$ cat config.mk
export PLATFORM = sky130hd
export DESIGN_NAME = uart_tx_ctrl_flat
export DESIGN_NICKNAME = d
export VERILOG_FILES = /design/src/rtl/uart_tx_ctrl_if.sv /design/src/rtl/uart_tx_ctrl.sv /design/src/flat_wrapper.sv
export SDC_FILE = /design/constraint.sdc
export NUM_CORES = 1
export LEC_CHECK = 0
export BUFFER_PORTS_ARGS = -buffer_cell sky130_fd_sc_hd__buf_2
export CORE_MARGIN = 2
export CORE_UTILIZATION = 59
export DETAILED_ROUTE_END_ITERATION = 16
export PLACE_DENSITY = 0.9
export SYNTH_ARGS = -nofsm -noshare
export SYNTH_HDL_FRONTEND = slang
export SYNTH_SLANG_ARGS = --single-unit
$ cat constraint.sdc
create_clock -name clk -period 4.7 [get_ports clk]
set_input_delay 1.175 -clock clk [delete_from_list [all_inputs] [get_ports clk]]
set_output_delay 1.175 -clock clk [all_outputs]
set_load 0.01 [all_outputs]
$ cat src/rtl/uart_tx_ctrl_if.sv
// ---------------------------------------------------------------------------
// uart_tx_ctrl_if
// Handshake between the UART transmit controller and its TX FIFO.
//   fifo_empty : FIFO has no word to send
//   fifo_data  : head-of-FIFO word, combinational from the FIFO
//   fifo_pop   : one-cycle strobe that consumes the head word
// Modports:
//   master : the transmit controller (consumes words, drives the pop strobe)
//   slave  : the FIFO side (presents words, receives the pop strobe)
// ---------------------------------------------------------------------------
interface uart_tx_ctrl_if;
    logic       fifo_empty;
    logic [7:0] fifo_data;
    logic       fifo_pop;

    modport master (
        input  fifo_empty,
        input  fifo_data,
        output fifo_pop
    );

    modport slave (
        output fifo_empty,
        output fifo_data,
        input  fifo_pop
    );
endinterface

$ cat src/rtl/uart_tx_ctrl.sv
// ---------------------------------------------------------------------------
// uart_tx_ctrl
// UART transmit framer. Pops one word from the TX FIFO, then shifts out
// start bit, 5..8 data bits (LSB first), optional parity and one or two stop
// bits, each bit lasting TICKS_PER_BIT pulses of the 16x baud enable.
// Ports:
//   clk       : clock, all state on its rising edge
//   rstn      : asynchronous active-low reset
//   baud_tick : 16x-oversample enable, one-cycle pulse
//   fifo      : TX FIFO handshake (empty / head data / pop strobe)
//   lcr       : line control [1:0] len-5, [2] two stop bits, [3] parity enable,
//               [4] even parity, [5] stick parity, [6] break
//   tx        : serial output, idle high
//   tx_busy   : a frame is being shifted out
//   tx_done   : one-cycle pulse on the last tick of the final stop bit
// ---------------------------------------------------------------------------
module uart_tx_ctrl #(
    // The tick counter is 4 bits wide, so 16 is the only meaningful value.
    parameter int TICKS_PER_BIT = 16
) (
    input  logic           clk,
    input  logic           rstn,
    input  logic           baud_tick,
    uart_tx_ctrl_if.master fifo,
    input  logic [6:0]     lcr,
    output logic           tx,
    output logic           tx_busy,
    output logic           tx_done
);

    localparam logic [3:0] TICK_LAST = 4'(TICKS_PER_BIT - 1);

    typedef enum logic [2:0] {
        IDLE,
        START,
        DATA,
        PARITY,
        STOP1,
        STOP2
    } state_t;

    state_t     state_reg, state_next;
    logic [3:0] tick_reg, tick_next;
    logic [2:0] bit_reg, bit_next;
    logic [7:0] data_reg, data_next;
    logic [5:0] lcr_reg, lcr_next;
    logic       tx_reg, tx_next;

    logic       pop;
    logic       bit_end;
    logic [2:0] last_bit;
    logic [7:0] word_mask;
    logic       parity_xor;
    logic       parity_bit;

    // Data bits that belong to the frame: bits 0..4 always, 5..7 by length.
    generate
        for (genvar gi = 0; gi < 8; gi++) begin : g_word_mask
            if (gi < 5) begin : g_fixed
                assign word_mask[gi] = 1'b1;
            end else begin : g_len
                assign word_mask[gi] = ({1'b0, lcr_reg[1:0]} >= 3'(gi - 4));
            end
        end
    endgenerate

    assign last_bit   = 3'd4 + {1'b0, lcr_reg[1:0]};
    assign parity_xor = ^(data_reg & word_mask);
    // Stick parity overrides the computed value with the inverted even flag.
    assign parity_bit = lcr_reg[5] ? ~lcr_reg[4]
                                   : (lcr_reg[4] ? parity_xor : ~parity_xor);

    // 16th tick of the current bit: the only cycle a bit state may advance.
    assign bit_end = baud_tick && (tick_reg == TICK_LAST);

    always_comb begin
        state_next = state_reg;
        tick_next  = tick_reg;
        bit_next   = bit_reg;
        data_next  = data_reg;
        lcr_next   = lcr_reg;
        pop        = 1'b0;
        tx_done    = 1'b0;

        if (state_reg != IDLE && baud_tick) begin
            tick_next = tick_reg + 4'd1;   // wraps to 0 exactly on bit_end
        end

        case (state_reg)
            IDLE: begin
                // Popping needs no baud tick; the frame timing starts at START.
                if (!fifo.fifo_empty) begin
                    pop        = 1'b1;
                    data_next  = fifo.fifo_data;
                    lcr_next   = lcr[5:0];
                    tick_next  = 4'd0;
                    bit_next   = 3'd0;
                    state_next = START;
                end
            end
            START: begin
                if (bit_end) state_next = DATA;
            end
            DATA: begin
                if (bit_end) begin
                    if (bit_reg == last_bit) begin
                        state_next = lcr_reg[3] ? PARITY : STOP1;
                    end else begin
                        bit_next = bit_reg + 3'd1;
                    end
                end
            end
            PARITY: begin
                if (bit_end) state_next = STOP1;
            end
            STOP1: begin
                if (bit_end) begin
                    if (lcr_reg[2]) begin
                        state_next = STOP2;
                    end else begin
                        state_next = IDLE;
                        tx_done    = 1'b1;
                    end
                end
            end
            STOP2: begin
                if (bit_end) begin
                    state_next = IDLE;
                    tx_done    = 1'b1;
                end
            end
            default: state_next = IDLE;
        endcase

        // The line level is registered: it follows the state being entered.
        case (state_next)
            START:   tx_next = 1'b0;
            DATA:    tx_next = data_next[bit_next];
            PARITY:  tx_next = parity_bit;
            default: tx_next = 1'b1;
        endcase
    end

    always_ff @(posedge clk or negedge rstn) begin
        if (!rstn) begin
            state_reg <= IDLE;
            tick_reg  <= 4'd0;
            bit_reg   <= 3'd0;
            data_reg  <= 8'h00;
            lcr_reg   <= 6'd0;
            tx_reg    <= 1'b1;
        end else begin
            state_reg <= state_next;
            tick_reg  <= tick_next;
            bit_reg   <= bit_next;
            data_reg  <= data_next;
            lcr_reg   <= lcr_next;
            tx_reg    <= tx_next;
        end
    end

    // The pop is decoded from IDLE, which reset also forces, so it is gated
    // by rstn to stay quiet while reset is held. Break acts on the live lcr
    // bit and overrides the line without touching the framer.
    assign fifo.fifo_pop = pop & rstn;
    assign tx            = tx_reg & ~(lcr[6] & rstn);
    assign tx_busy       = (state_reg != IDLE);

endmodule

$ cat src/flat_wrapper.sv
// flat-port wrapper written by rule: the top's interface ports become plain ports
module uart_tx_ctrl_flat 
#(
                                                                           
    parameter int TICKS_PER_BIT = 16
)
  (clk, rstn, baud_tick, lcr, tx, tx_busy, tx_done, fifo_fifo_empty, fifo_fifo_data, fifo_fifo_pop);
  uart_tx_ctrl_if fifo_i ();
  input  logic clk;
  input  logic rstn;
  input  logic baud_tick;
  input  logic [6:0] lcr;
  output logic tx;
  output logic tx_busy;
  output logic tx_done;
  input wire logic [$bits(fifo_i.fifo_empty)-1:0] fifo_fifo_empty;
  input wire logic [$bits(fifo_i.fifo_data)-1:0] fifo_fifo_data;
  output wire logic [$bits(fifo_i.fifo_pop)-1:0] fifo_fifo_pop;
  assign fifo_i.fifo_empty = fifo_fifo_empty;
  assign fifo_i.fifo_data = fifo_fifo_data;
  assign fifo_fifo_pop = fifo_i.fifo_pop;
  uart_tx_ctrl #(.TICKS_PER_BIT(TICKS_PER_BIT)) u_core (.clk(clk), .rstn(rstn), .baud_tick(baud_tick), .fifo(fifo_i), .lcr(lcr), .tx(tx), .tx_busy(tx_busy), .tx_done(tx_done));
endmodule
# Word level (Yosys, flattened, before mapping)

Index checks and enable logic that the tools add are counted.
W data, S select, Z words.

Add/sub/neg operators: 3
Mux-type cells: 30
Eq/ne operators: 10
Reductions and logical operators: 6
Divide/modulo/power cells: 0
Multiply operators: 0
Order comparisons: 4
Bitwise operators: 8
Shift-type cells: 0

Operator list:

| operator              | count |
|---|---|
| $mux W3               | 12 |
| $pmux W3 S6           | 1 |
| $mux W8               | 2 |
| $eq A3 B2 Y1 const B  | 4 |
| $mux W4               | 3 |
| $and A8 B8 Y8         | 1 |
| $mux W1               | 8 |
| $reduce_xor A8 Y1     | 1 |
| $eq A3 B1 Y1 const B  | 2 |
| $eq A3 B3 Y1 const B  | 2 |
| $pmux W3 S2           | 1 |
| $add A4 B1 Y4 const B | 1 |
| $eq A4 B4 Y1 const B  | 1 |
| $ge A2 B2 Y1 const B  | 2 |
| $lt A3 B4 Y1 const B  | 1 |
| $not A1 Y1            | 4 |
| $add A3 B1 Y3 const B | 1 |
| $add A3 B2 Y3 const A | 1 |
| $and A1 B1 Y1         | 3 |
| $bmux W1 S3           | 1 |
| $eq A3 B3 Y1          | 1 |
| $logic_not A3 Y1      | 1 |
| $pmux W1 S3           | 1 |
| $reduce_bool A3 Y1    | 1 |
| 4 further kinds       | 5 |

Output and inout port bits: 4
Memories kept: 0
Input bits: 19
Register bits: 25
Memory bits (read-only): 0
Word-level logic and storage cells: 67
Latch bits: 0
RAM bits: 0

# Depth between registers and ports, before layout

Gate-level depths: netlist of run 1.

Word-level depth: 8
Depth in mapped cells: 10

# Least setup slack after synthesis of run 1

Ideal clock, no wire load.

Path type: input to output
Start: in fifo_fifo_empty
End: out fifo_fifo_pop
Path buffers: 1
Cell stages on the path: 3
Arrival: 2,005 ps
Slack: 1,520 ps
Path through: nor4_2 > clkbuf_1 > and2_1

Word-level cells in the longest chain between the ends: 3

RTL lines:

| item               | line                | RTL |
|---|---|---|
| start: declaration | flat_wrapper.sv:16  | `input wire logic [$bits(fifo_i.fifo_empty)-1:0] fifo_fifo_empty;` |
| $mux W1            | uart_tx_ctrl.sv:92  | `if (!fifo.fifo_empty) begin` |
| $mux W1            | uart_tx_ctrl.sv:89  | `case (state_reg)` |
| $and A1 B1 Y1      | uart_tx_ctrl.sv:165 | `assign fifo.fifo_pop = pop & rstn;` |
| end: declaration   | flat_wrapper.sv:18  | `output wire logic [$bits(fifo_i.fifo_pop)-1:0] fifo_fifo_pop;` |

No other way between the ends.

# Final worst setup path of run 1

Ends and elaborated chain as after synthesis.

==> flow_summary.yaml, run 1 <==
outcome:
  outcome: "finished clean"
power_and_ir_drop:
  total_leakage_power_nw: 0.726
  power_switching_share: 0.387
  power.share.combinational: 0.403
  power_dens_cells_nw_per_um2: 516
  p_clk_frac: 0.120
  power.switching_mw: 0.308
  max-vdd-ir-drop_uv: 381
  internal_power_mw: 0.488
  seqPwrFrac: 0.477
timing:
  finalSetupViolations: 0
  report.final.slew_viol_count: 0
  grt_setup_unrepaired: "no"
  finalSetupTns_ns: 0
  layout_min_cycle_time_ns: 3.19
  hold_viol_final: 0
  period_share: 0.678
  max_freq_ghz: 0.314
  timing.clock.skew_ns: 0.00150
  maxSlewHeadroom: 0.617
  timing_worst_slew_pin_value_ns: 0.575
synthesis:
  synth-adder-area-share: 0.0179
  ys_seq_elements: 25
  post_synth_xor_area_fraction: 0.0689
  synth_enable_flop_cells: 0
  yosysWarnings: 0
  synthMuxAreaShare: 0.0456
  synth-simple-area-share: 0.271
  post_synth_num_cell_types: 43
  synthesis.nets: 179
  netlist_instances: 158
  syn-mean-instance-area_um2: 8.85
  syn_area_um2: 1400
  complex_gate_fraction_of_the_synthesized_area: 0.105
  seq_area_frac_synth: 0.448
  synthArstFlopShare: 1.00
  synth_top_family_by_area: "simple AND/OR/NAND/NOR gates"
  ys.flop_type: "sky130_fd_sc_hd__dfrtp_1"
die:
  dieHeight_um: 52.7
  total_core_area_um2: 2230
  num_rows: 17
  die-width_um: 52.7
  start_util: 0.626
  floorplan.io_pins: 23
  die_area_um2: 2780
grt:
  antenna_violations_before_repair: 0
  first_global_vias: 1139
  grt-ovfl-total: 0
  grt_pass1_wl_um: 5000
  grt_start_max_net_pins: 28
  grt.total_usage: 0.247
layout:
  stdcell_count: 205
  layout.cells.most_common_list: "sky130_fd_sc_hd__nand2_1 (43), sky130_fd_sc_hd__dfrtp_1 (24), sky130_fd_sc_hd__buf_2 (22)"
  largest_register_ff_count: 8
  diodes: 0
  drive_above_1_share: 0.192
  mostFrequentLayoutCell: "sky130_fd_sc_hd__nand2_1"
  finalNetCount: 199
  areaGrowthSynthToFinish_pct: 10.2
critical_path:
  critical_path.endpoint_type: "output pin"
  worst_reg_to_reg_setup_slack_ns: 2.27
  cp-start-kind: "primary input"
  rr_worst_depth: 8
  critical_path.reg2reg.startpoint: "u_core.bit_reg[0]"
  timing.critical_path.required_ns: 3.52
  timing_worst_setup_path_type: "primary input to output pin"
  maximum_fanout_encountered_on_the_critical_timing_path: 24
  critPathArrivalTime_ns: 2.01
  worst_flop_to_flop_path_endpoint: "u_core.tx_reg"
worst_hold_path:
  min-delay-start: "u_core.lcr_reg[2]"
  hold_end: "u_core.lcr_reg[2]"
  holdPathStages: 2
  hold_class: "register to register"
placed_design:
  io_buffer_count: 22
  place.detailed.instances: 201
  gp_routability_congestion: 0.781
  hpwlAfterDp_um: 2080
routing:
  ant_nets: 0
  drt_iter0_markers: 32
  routed_wl_per_cell_um: 13.7
  vias: 1168
  drt_wl_total_um: 2810
  detailedRoute.firstPassIterationCount: 4
  drt-vias-per-instance: 5.70
  remaining_drc_errors: 0
flow_run:
  max-cap-violations: 0
clock_tree:
  cts_tree: "yes"
  root_buffer: "sky130_fd_sc_hd__clkbuf_4"
  ctsHoldBuffers: 0
  cts_made_buffers: 3
  clk-insertion-delay-late_ns: 0.32
  cts.sinks: 25
  post-cts-setup-buffers: 0
  cts.reportedPaths.clkPinSlew_ns: 0.13
  cts_resized: 0
  cts-root-to-sink-buffers: 2
  cts-htree-levels: 1
==> how the worst max path moves through the flow <==
stage,endpoint,from
3_5_place_dp,fifo_fifo_pop,fifo_fifo_empty
3_3_place_gp,fifo_fifo_pop,fifo_fifo_empty
5_1_grt,tx,rstn
6_report,fifo_fifo_pop,fifo_fifo_empty
2_1_floorplan,fifo_fifo_pop,fifo_fifo_empty
4_1_cts,fifo_fifo_pop,fifo_fifo_empty
==> metal layers <==
layer	global-route usage	vias to the layer above	wire length, um
met5	0	-	0
met4	0.124	0	69
met3	0.0200	7	71
met2	0.410	24	1410
met1	0.322	561	1260
li1	-	576	-
==> power by group through the flow <==
| stage | sequential [mW] | combinational (mW) | clock (mW) |
|---|---|---|---|
| 2_1_floorplan | 0.356 | 0.266 | 0 |
| 5_1_grt | 0.392 | 0.365 | 0.103 |
| 6_report | 0.380 | 0.321 | 0.0953 |
| 4_1_cts | 0.379 | 0.323 | 0.0988 |
| 3_3_place_gp | 0.376 | 0.306 | 0 |
| 3_5_place_dp | 0.384 | 0.320 | 0 |
==> kinds of logic after synthesis <==
family	after synthesis
compound gates	21
buf+inv	12
mux	6
flops	25
simple gates	81
xor+xnor	11
fa+ha+maj	2
==> synth_stat cells (2+ instances only) <==
master	instances	area [um2]
sky130_fd_sc_hd__nand2_1	43	161
sky130_fd_sc_hd__dfrtp_1	24	601
sky130_fd_sc_hd__nor2_1	12	45.0
sky130_fd_sc_hd__xnor2_1	8	70.1
sky130_fd_sc_hd__mux2i_1	5	50.1
sky130_fd_sc_hd__o21ai_0	5	25.0
sky130_fd_sc_hd__clkbuf_1	4	15.0
sky130_fd_sc_hd__inv_1	4	15.0
sky130_fd_sc_hd__nor3_1	4	20.0
sky130_fd_sc_hd__a21oi_1	3	15.0
sky130_fd_sc_hd__and2_1	3	18.8
sky130_fd_sc_hd__nand3_1	3	15.0
sky130_fd_sc_hd__xor2_1	3	26.3
sky130_fd_sc_hd__a31oi_1	2	12.5
sky130_fd_sc_hd__and2_0	2	12.5
sky130_fd_sc_hd__buf_6	2	22.5
sky130_fd_sc_hd__ha_1	2	25.0
sky130_fd_sc_hd__nand2b_1	2	12.5
sky130_fd_sc_hd__nand4_1	2	12.5
sky130_fd_sc_hd__nor2b_1	2	12.5
==> final cells by class <==
cell class | instances | area (um2)
sequential | 25 | 627
timing repair buffer | 23 | 118
inverter | 4 | 15.0
clock inverter | 1 | 5.00
fill | 184 | 692
multi-input combinational | 121 | 719
clock buffer | 3 | 22.5
tap | 28 | 35.0
==> critical path, stage by stage <==
cell                     delay [ns]
sky130_fd_sc_hd__buf_2         0.13
sky130_fd_sc_hd__nor4_4        0.13
sky130_fd_sc_hd__buf_4         0.29
sky130_fd_sc_hd__and2_1        0.16
sky130_fd_sc_hd__buf_2         0.12
==> through the flow <==
stage / hold WS, ns / setup slack [ns] / utilization / cell area (um2) / total power, mW
floorplan: 0.438 / 1.52 / - / 1400 / 0.622
global placement: 0.459 / 1.54 / 0.678 / 1510 / 0.682
detailed placement: 0.487 / 1.51 / 0.678 / 1510 / 0.704
CTS: 0.519 / 1.50 / 0.690 / 1540 / 0.800
global route: 0.532 / 1.40 / 0.690 / 1540 / 0.860
finish: 0.508 / 1.51 / 0.690 / 1540 / 0.796
Note: power is estimated with default switching activity, not from simulation.
==> run 2: changes to the inputs <==
- CORE_UTILIZATION: 59 -> 55
- PLACE_DENSITY: 0.9 -> 0.85
- clock period: 4.7 -> 3 ns (I/O delays scaled with it)
==> flow_summary.yaml, run 2 (synthesis results as in run 1) <==
placed_design:
  gp_routability_congestion: 0.879
  hpwlAfterDp_um: 2210
  dp_slack_ns: 0.387
  io_buffer_count: 22
  post_dp_cell_area_um2: 1540
clock_tree:
  cts_tree: "yes"
  ctsHoldBuffers: 0
  cts_made_buffers: 3
  post-cts-setup-buffers: 0
  cts.sinks: 25
  root_buffer: "sky130_fd_sc_hd__clkbuf_4"
  cts-htree-levels: 1
  clk-insertion-delay-late_ns: 0.31
  cts-root-to-sink-buffers: 2
  cts.reportedPaths.clkPinSlew_ns: 0.13
  cts_resized: 0
critical_path:
  critical_path.cell_chain: "nor4_4 > buf_4 > and2_1 > buf_2"
  cp.buffers_inverters: 2
  critical_path.endpoint_type: "output pin"
  cp-start-kind: "register"
  critPathArrivalTime_ns: 1.71
  timing_worst_setup_path_type: "register to output pin"
  critPathMaxStageDelay_ns: 0.52
  maximum_fanout_encountered_on_the_critical_timing_path: 14
  cpLargestDelayFamily: "flip-flops"
  timing.critical_path.required_ns: 2.25
  critical-path-slowest-cell: "sky130_fd_sc_hd__dfrtp_1"
worst_hold_path:
  hold_class: "primary input to async pin"
power_and_ir_drop:
  internal_power_mw: 0.767
  power.switching_mw: 0.480
  total_power_mw: 1.25
  max-vdd-ir-drop_uv: 531
  power_dens_cells_nw_per_um2: 797
  power.share.combinational: 0.403
  seqPwrFrac: 0.479
  total_leakage_power_nw: 0.739
  p_clk_frac: 0.118
  power_switching_share: 0.385
die:
  total_core_area_um2: 2430
  dieHeight_um: 54.4
  die-width_um: 54.4
  die_area_um2: 2960
  start_util: 0.575
  num_rows: 18
  floorplan.io_pins: 23
routing:
  drt_wl_total_um: 2870
  drt_iter0_markers: 11
  detailedRoute.firstPassIterationCount: 4
  ant_nets: 0
  drt-vias-per-instance: 5.50
  wl_met3_um: 128
  routed_wl_per_cell_um: 13.7
  met2_wire_length_um: 1440
  dr.max_layer_used: "met4"
  remaining_drc_errors: 0
  wl_met1_um: 1260
  vias: 1155
layout:
  areaGrowthSynthToFinish_pct: 11.9
  finish.instance_area_um2: 1570
  drive_above_1_share: 0.200
  post-route-util: 0.644
  mostFrequentLayoutCell: "sky130_fd_sc_hd__nand2_1"
  diodes: 0
  layout.cells.most_common_list: "sky130_fd_sc_hd__nand2_1 (43), sky130_fd_sc_hd__dfrtp_1 (24), sky130_fd_sc_hd__buf_2 (22)"
  finalNetCount: 202
  largest_register_ff_count: 8
timing:
  hold_viol_final: 0
  period_share: 0.820
  finalSetupViolations: 0
  timing.clock.skew_ns: 0.00858
  timing_worst_slew_pin_value_ns: 0.513
  finalSetupTns_ns: 0
  report.final.slew_viol_count: 0
  maxSlewHeadroom: 0.656
  grt_setup_unrepaired: "no"
  final.setup.worst_slack_ns: 0.539
  max_freq_ghz: 0.406
  layout_min_cycle_time_ns: 2.46
outcome:
  outcome: "finished clean"
grt:
  first_global_vias: 1145
  grt_start_max_net_pins: 17
  grt_pass1_wl_um: 4640
  antenna_violations_before_repair: 0
  grt-ovfl-total: 0
  grt.total_usage: 0.217
flow_run:
  max-cap-violations: 0
## run 2: cell count changes in the layout (fill, tap and decap cells not counted)
cell	previous run	this run
sky130_fd_sc_hd__clkinv_2	1	0
sky130_fd_sc_hd__clkbuf_1	0	1
sky130_fd_sc_hd__buf_4	1	4
## run 2: layout make-up
type                            instances  area, um2
Clock buffer                            4       26.3
Fill cell                             207        867
Inverter                                4       15.0
Multi-Input combinational cell        121        719
Sequential cell                        25        627
Tap cell                               30       37.5
Timing Repair Buffer                   26        140
## run 2: metal layers
layer	up-vias	GRT usage
met1	539	0.249
met3	6	0.0273
met2	29	0.402
met4	0	0.0917
met5	-	0
li1	581	-
## run 2: per-stage QoR
| step | hold slack [ns] | std cells |
|---|---|---|
| floorplan | 0.438 | 158 |
| finish | 0.307 | 210 |
| CTS | 0.324 | 210 |
| global placement | 0.463 | 206 |
| global route | 0.318 | 210 |
| detailed placement | 0.468 | 206 |
## run 2: worst register-to-register path, cell delays in order (launching register included)
cell and delay, ns:
sky130_fd_sc_hd__dfrtp_1 0.46, sky130_fd_sc_hd__ha_1 0.16, sky130_fd_sc_hd__nor4bb_1 0.37, sky130_fd_sc_hd__and3_1 0.25
sky130_fd_sc_hd__a211oi_2 0.09, sky130_fd_sc_hd__nor2b_1 0.15, sky130_fd_sc_hd__or4_1 0.51, sky130_fd_sc_hd__a41o_1 0.26
sky130_fd_sc_hd__o21ai_2 0.11
## run 2: power groups by stage
stage,Clock (mW),Combinational [mW],Sequential [mW]
2_1_floorplan,0,0.417,0.558
3_3_place_gp,0,0.484,0.593
3_5_place_dp,0,0.502,0.603
4_1_cts,0.150,0.506,0.595
5_1_grt,0.163,0.571,0.614
6_report,0.147,0.502,0.597
## run 2: final timing paths
kind | from | end | slack, ns | cells after the start
setup / recovery | u_core.state_reg[1] | fifo_fifo_pop | 0.54 | 4
hold / removal | rstn | u_core.state_reg[0] | 0.31 | 1
setup reg to reg | u_core.bit_reg[0] | u_core.tx_reg | 0.58 | 8
hold reg to reg | u_core.lcr_reg[2] | u_core.lcr_reg[2] | 0.50 | 2
max in group asynchronous | rstn | u_core.tx_reg | 2.12 | 2
min in group clk | u_core.lcr_reg[2] | u_core.lcr_reg[2] | 0.50 | 2
